`src/rtl/indirect_fifo_ctrl.sv`:
```
// Indirect FIFO access controller.
// Lets a CPU reach a FIFO through a single CSR: a CSR write pushes one word
// and a CSR read pops one word. While no CSR write is pending, the I3C-side
// write stream passes straight through to the FIFO write port.
module indirect_fifo_ctrl #(
    parameter int Width    = 32,
    parameter int StallMax = 16,
    parameter int DepthW   = 7
) (
    input  logic              aclk,
    input  logic              areset_n,
    // CSR side
    input  logic              csr_req_i,
    input  logic              csr_req_is_wr_i,
    input  logic [Width-1:0]  csr_wr_data_i,
    output logic              csr_wr_ack_o,
    output logic              csr_rd_ack_o,
    output logic [Width-1:0]  csr_rd_data_o,
    // I3C-side write stream
    input  logic              bus_wvalid_i,
    input  logic [Width-1:0]  bus_wdata_i,
    output logic              bus_wready_o,
    // FIFO ports
    output logic              fifo_wvalid_o,
    output logic [Width-1:0]  fifo_wdata_o,
    input  logic              fifo_wready_i,
    input  logic              fifo_rvalid_i,
    input  logic [Width-1:0]  fifo_rdata_i,
    output logic              fifo_rready_o,
    input  logic [DepthW-1:0] fifo_depth_i,
    // control / status
    input  logic              clr_i,
    output logic              fifo_clr_o,
    output logic              overflow_o,
    output logic              underflow_o,
    output logic              busy_o
);

    localparam int CntW = $clog2(StallMax + 1);
    // Counter value on the last stalled cycle a write may spend waiting.
    localparam logic [CntW-1:0] StallLast = CntW'(StallMax - 1);

    typedef enum logic [1:0] {
        IDLE   = 2'd0,
        CSR_WR = 2'd1,
        CSR_RD = 2'd2,
        ACK    = 2'd3
    } state_e;

    state_e            state_r, state_s;
    logic              is_wr_r, is_wr_s;
    logic [Width-1:0]  data_r, data_s;
    logic [CntW-1:0]   stall_cnt_r, stall_cnt_s;
    logic              ovf_r, ovf_s;
    logic              unf_r, unf_s;
    logic              wr_ack_r, wr_ack_s;
    logic              rd_ack_r, rd_ack_s;
    logic [Width-1:0]  rd_data_r, rd_data_s;

    // Occupancy is informational only; the controller relies on ready/valid.
    logic              depth_unused_s;
    assign depth_unused_s = ^fifo_depth_i;

    // Next-state, capture, stall counting, sticky flags and ack generation.
    always_comb begin
        state_s     = state_r;
        is_wr_s     = is_wr_r;
        data_s      = data_r;
        stall_cnt_s = stall_cnt_r;
        ovf_s       = ovf_r;
        unf_s       = unf_r;
        wr_ack_s    = 1'b0;
        rd_ack_s    = 1'b0;
        rd_data_s   = {Width{1'b0}};
        case (state_r)
            IDLE: begin
                if (csr_req_i) begin
                    data_s      = csr_wr_data_i;
                    is_wr_s     = csr_req_is_wr_i;
                    stall_cnt_s = {CntW{1'b0}};
                    state_s     = csr_req_is_wr_i ? CSR_WR : CSR_RD;
                end else begin
                    state_s = IDLE;
                end
            end
            CSR_WR: begin
                if (clr_i) begin
                    // Abort: the CPU still gets its ack, nothing is written.
                    state_s  = ACK;
                    wr_ack_s = 1'b1;
                end else if (fifo_wready_i) begin
                    state_s  = ACK;
                    wr_ack_s = 1'b1;
                end else if (stall_cnt_r == StallLast) begin
                    // Give up on a persistently full FIFO and drop the word.
                    ovf_s    = 1'b1;
                    state_s  = ACK;
                    wr_ack_s = 1'b1;
                end else begin
                    stall_cnt_s = stall_cnt_r + {{(CntW-1){1'b0}}, 1'b1};
                end
            end
            CSR_RD: begin
                state_s  = ACK;
                rd_ack_s = 1'b1;
                if (clr_i) begin
                    rd_data_s = {Width{1'b0}};
                end else if (fifo_rvalid_i) begin
                    rd_data_s = fifo_rdata_i;
                end else begin
                    rd_data_s = {Width{1'b0}};
                    unf_s     = 1'b1;
                end
            end
            ACK: begin
                state_s = IDLE;
            end
            default: begin
                state_s = IDLE;
            end
        endcase
        // Clearing takes priority over any flag set in the same cycle.
        if (clr_i) begin
            ovf_s = 1'b0;
            unf_s = 1'b0;
        end else begin
            ovf_s = ovf_s;
            unf_s = unf_s;
        end
    end

    // State and datapath registers.
    always_ff @(posedge aclk or negedge areset_n) begin
        if (!areset_n) begin
            state_r     <= IDLE;
            is_wr_r     <= 1'b0;
            data_r      <= {Width{1'b0}};
            stall_cnt_r <= {CntW{1'b0}};
            ovf_r       <= 1'b0;
            unf_r       <= 1'b0;
            wr_ack_r    <= 1'b0;
            rd_ack_r    <= 1'b0;
            rd_data_r   <= {Width{1'b0}};
        end else begin
            state_r     <= state_s;
            is_wr_r     <= is_wr_s;
            data_r      <= data_s;
            stall_cnt_r <= stall_cnt_s;
            ovf_r       <= ovf_s;
            unf_r       <= unf_s;
            wr_ack_r    <= wr_ack_s;
            rd_ack_r    <= rd_ack_s;
            rd_data_r   <= rd_data_s;
        end
    end

    // FIFO port ownership: CSR owns the write port only while in CSR_WR.
    always_comb begin
        fifo_wvalid_o = bus_wvalid_i;
        fifo_wdata_o  = bus_wdata_i;
        bus_wready_o  = fifo_wready_i;
        fifo_rready_o = 1'b0;
        case (state_r)
            CSR_WR: begin
                fifo_wvalid_o = ~clr_i;
                fifo_wdata_o  = data_r;
                bus_wready_o  = 1'b0;
            end
            CSR_RD: begin
                fifo_rready_o = fifo_rvalid_i & ~clr_i;
            end
            default: begin
                fifo_rready_o = 1'b0;
            end
        endcase
    end

    assign csr_wr_ack_o  = wr_ack_r;
    assign csr_rd_ack_o  = rd_ack_r;
    assign csr_rd_data_o = rd_data_r;
    assign fifo_clr_o    = clr_i;
    assign overflow_o    = ovf_r;
    assign underflow_o   = unf_r;
    assign busy_o        = (state_r != IDLE);

endmodule

```
`config.mk`:
```
export PLATFORM = sky130hd
export DESIGN_NAME = indirect_fifo_ctrl
export DESIGN_NICKNAME = d
export VERILOG_FILES = /design/src/rtl/indirect_fifo_ctrl.sv
export SDC_FILE = /design/constraint.sdc
export NUM_CORES = 1
export LEC_CHECK = 0
export CORE_MARGIN = 4
export CORE_UTILIZATION = 30
export DETAILED_ROUTE_END_ITERATION = 8
export SLEW_MARGIN = 20
export SYNTH_ARGS = -nofsm -noshare
export SYNTH_HDL_FRONTEND = slang
export SYNTH_SLANG_ARGS = --single-unit
export TNS_END_PERCENT = 20
```
`constraint.sdc`:
```
create_clock -name aclk -period 3 [get_ports aclk]
set_input_delay 0.45 -clock aclk [delete_from_list [all_inputs] [get_ports aclk]]
set_output_delay 0.45 -clock aclk [all_outputs]
set_load 0.01 [all_outputs]
```
; Word-level counts from Yosys, hierarchy flattened
; Index checks and enable logic that the tools add are counted.
[op_classes]
addsub = 1
eq_ne = 11
mux = 30
n_bitwise = 2
reduce_logical = 10
[ops]
columns = op, count
row1 = 2-to-1 mux 32 bit, 4
row2 = 2-to-1 mux 5 bit, 4
row3 = 2-to-1 mux 1 bit, 15
row4 = 2-to-1 mux 2 bit, 5
row5 = case mux 5 bit (2 select lines), 1
row6 = nonzero test 2 bit, 5
row7 = != test 2 bit (second input constant), 4
row8 = case mux 2 bit (4 select lines), 1
row9 = adder 5 x 1 -> 5 bit (second input constant), 1
row10 = == test 5 x 4 -> 1 bit (second input constant), 1
row11 = AND reduction 5 bit, 1
row12 = == test 2 bit (second input constant), 2
row13 = != test 2 x 1 -> 1 bit (second input constant), 2
row14 = != test 4 bit (second input constant), 1
row15 = AND reduction 2 bit, 2
row16 = AND reduction 3 bit, 1
row17 = == test 2 x 1 -> 1 bit (second input constant), 1
row18 = logical NOT 2 bit, 1
row19 = AND 1 bit, 1
row20 = NOT 1 bit, 1
[totals]
register_bits = 75
inputBits = 111
output_inout_bits = 73

; Depth between registers and ports, before layout
[depth]
word_depth = 5
depth_mapped = 6
depth_no_buf = 6

; Worst setup path after synthesis
; OpenSTA, ideal clock, no wires.
[synth_path]
path_type = register -> register
from = register stall_cnt_r[0]
to = register state_r[1]
setup_ns = 0.125
t_arrival_ns = 1.681
required_ns = 2.875
slack_ns = 1.195
path_stages_with_launch = 6
n_path_buf = 0
period_less_slack_ns = 1.805
cell_sequence = dfrtp_1 -> ha_1 -> and3_1 -> ha_1 -> nor4b_2 -> mux2_2
[synth_between]
elab_chain_len = 2
[synth_lines]
columns = item, line
row1 = from (decl), 53  ; logic [CntW-1:0] stall_cnt_r, stall_cnt_s;
row2 = from (signal assigned), 138  ; stall_cnt_r <= {CntW{1'b0}};
row3 = from (signal assigned), 148  ; stall_cnt_r <= stall_cnt_s;
row4 = == test 5 x 4 -> 1 bit, 94  ; end else if (stall_cnt_r == StallLast) begin
row5 = != test 4 bit (no source line), n/a
row6 = to (signal assigned), 145  ; state_r <= state_s;
row7 = to (decl), 50  ; state_e state_r, state_s;
; Every way passes these cells.
; A chain may end at the register's enable or synchronous reset.

; Final worst setup path
[layout_path]
from = register state_r[1]
to = output port fifo_wdata_o[20]
[layout_between]
elab_chain_len = 2
[layout_lines]
columns = item, line
row1 = == test 2 x 1 -> 1 bit, 163  ; case (state_r)
row2 = 2-to-1 mux 32 bit, 163
row3 = to (decl), 25  ; output logic [Width-1:0] fifo_wdata_o,
; Every way passes these cells.

==> metrics.txt <==
outcome finished, final reports clean; vias per inst 4.47; R2R Setup Slk 980 ps; layout cells sized above 1 0.163; WS Path Type reg2out; Routed WL 8720 um; Worst R2R Start stall_cnt_r[0]; power share of the clock group 0.276; Max clock buf depth 2; slew margin rel. 0.379; Required @ worst endpoint 2550 ps; share of the synthesized area in the top cell type 0.553; Synth Register Bits 75; I/O pins 184; I/O Buffers 176; H-tree depth 3; Post-synth ARST share 1.00; syn nets 357; Routed Antenna Nets 0; DR vias 2521; number of global-route vias before repair 2665; clock sinks 75; total track usage 0.135; final instance count without filler cells 564; synth warn 0; Synth Flop Type dfrtp_1; Avg Inst Size Synth 14.1 um2; Net Sw Frac 0.280; Post-synth EDFFs 0; Worst setup SP type register; final setup fails 0; cts repair resizes 0; Initial Util 0.310; Hold Vio Cnt, Final 0; GPL Wtd Cong 0.763; peak fanout along the critical path 27; hold-fix buffer count after cts 0; minimum clock period 2620 ps; Reg2Reg Depth 5; Critical Path End fifo_wdata_o[20]; DRT iter0 DRCs 68; GRT Residual Overflow 0; final worst slack 382 ps; Reg clk slew, reported paths 60 ps; most numerous cell in the Yosys netlist dfrtp_1; Cell Int Power 3.26 mW; static leakage 2.49 nW; Core Footprint 10900 um2; fin nets 535; post-placement cell count 548; largest net degree at the start of global routing 76; cells after synthesis 241; DR DRC count 0; Fin Clk Skew 6.31 ps; CTS root buf clkbuf_16; VDD IR max 0.364 mV; RR Endpoint state_r[1]; Seq/Total Area, Yosys 0.553; Gate power share 0.399; HP Class in2async; first-pass GRT wire length 14000 um; DRT Pass-1 Iters 4; Die Area 13100 um2; setup TNS 0 ps; Slew Limit Fails 0; period utilization 0.873; CTS buffer count 9; Synth cell types 36; Fillers 992; Switching Power 1.26 mW; Layout area overhead 66.0%; commonest cells in the netlist dfrtp_1, and2_1, mux2_4, mux2_1, mux2_2; worst slew pin tran 931 ps; share of power burned in registers 0.325; postcts setup bufs 0; crit path from state_r[1]; routed len/inst 15.5 um; # diodes 0; Pwr Density 803 nW/um2; nature of the critical path endpoint primary output; fmax 0.382 GHz; die height 114 um; cell area after synthesis 3390 um2; RSZ-0062 raised after global routing false; row cnt 38; Max-Cap Viols 0; CTS tree done; Yosys top cell by area dfrtp_1; Setup WS pre-CTS 614 ps; die outline width 114 um; synth top area cells dfrtp_1, mux2_4, mux2_1; clock latency on the worst-skew pair 320 ps; hpwl dp 6380 um; antenna violations before repair 0; arrival time worst endpoint 2170 ps
## how the worst min path moves through the flow
stage | from | to
6_report | areset_n | data_r[13]
5_1_grt | areset_n | data_r[13]
4_1_cts | areset_n | data_r[13]
3_5_place_dp | data_r[3] | data_r[3]
3_3_place_gp | data_r[2] | data_r[2]
2_1_floorplan | areset_n | csr_rd_ack_o
## sequential cells by signal, summed over array words and instances, names as in the netlist
register       flops
csr_wr_ack_o       1
stall_cnt_r        5
data_r            32
underflow_o        1
overflow_o         1
csr_rd_data_o     32
state_r            2
csr_rd_ack_o       1
## power groups by stage
stage                     sequential, mW  clock, mW  combinational [mW]
after floorplan                     1.45          0                1.07
after global placement              1.48          0                1.81
after detailed placement            1.48          0                1.83
after CTS                           1.47       1.29                1.85
after global routing                1.51       1.33                1.95
final                               1.47       1.25                1.81
## logic make-up (layout without fill, tap and decap cells)
family                   after synthesis  after routing  synth area share
buffers and inverters                 21            204            0.0354
adder cells (fa/ha/maj)                5              5            0.0184
AO/OA/AOI/OAI                         17             17            0.0369
AND/OR/NAND/NOR                       57             57             0.104
flip-flops                            75             75             0.553
multiplexers                          66             66             0.252
## worst max-delay path: stages (launching register included)
cell,delay (ps)
dfrtp_1,400
inv_1,90
ha_2,180
buf_4,310
mux2_2,370
clkdlybuf4s50_1,490
## final cells by class
class                      count  area, um2  area share
sequential                    75       1880       0.333
timing repair buffer         180       1800       0.320
multi-input combinational    145       1400       0.248
clock buffer                   9        225      0.0400
tap                          140        175      0.0311
clock inverter                 7        124      0.0220
inverter                       8       30.0     0.00533
## cells in the final DEF, fill, tap and decap left out, types with 5 or more instances in the layout
cell             synthesis  layout
inv_1                    8       8
mux2_1                  22      22
nand2_1                  6       6
mux2_4                  30      30
and2_1                  32      32
nor2_1                   5       5
clkdlybuf4s50_1          0     175
mux2_2                  13      13
clkbuf_16                0       9
dfrtp_1                 75      75
## through the flow
stage | total power [mW] | hold WS (ps) | util | cell area (um2)
after global placement | 3.29 | 477 | 0.483 | 5280
after global routing | 4.79 | 357 | 0.515 | 5630
after floorplan | 2.51 | 154 | - | 3390
after CTS | 4.60 | 317 | 0.515 | 5630
final | 4.52 | 268 | 0.515 | 5630
after detailed placement | 3.31 | 478 | 0.483 | 5280
## routing by layer
| layer | up-vias | global-route usage | part of all wire |
|---|---|---|---|
| li1 | 1182 | - | - |
| met1 | 1214 | 0.168 | 0.43 |
| met2 | 121 | 0.210 | 0.45 |
| met3 | 4 | 0.0608 | 0.12 |
| met4 | 0 | 0.0428 | 0.0061 |
| met5 | - | 0 | 0 |
(Power assumes the default switching activity.)
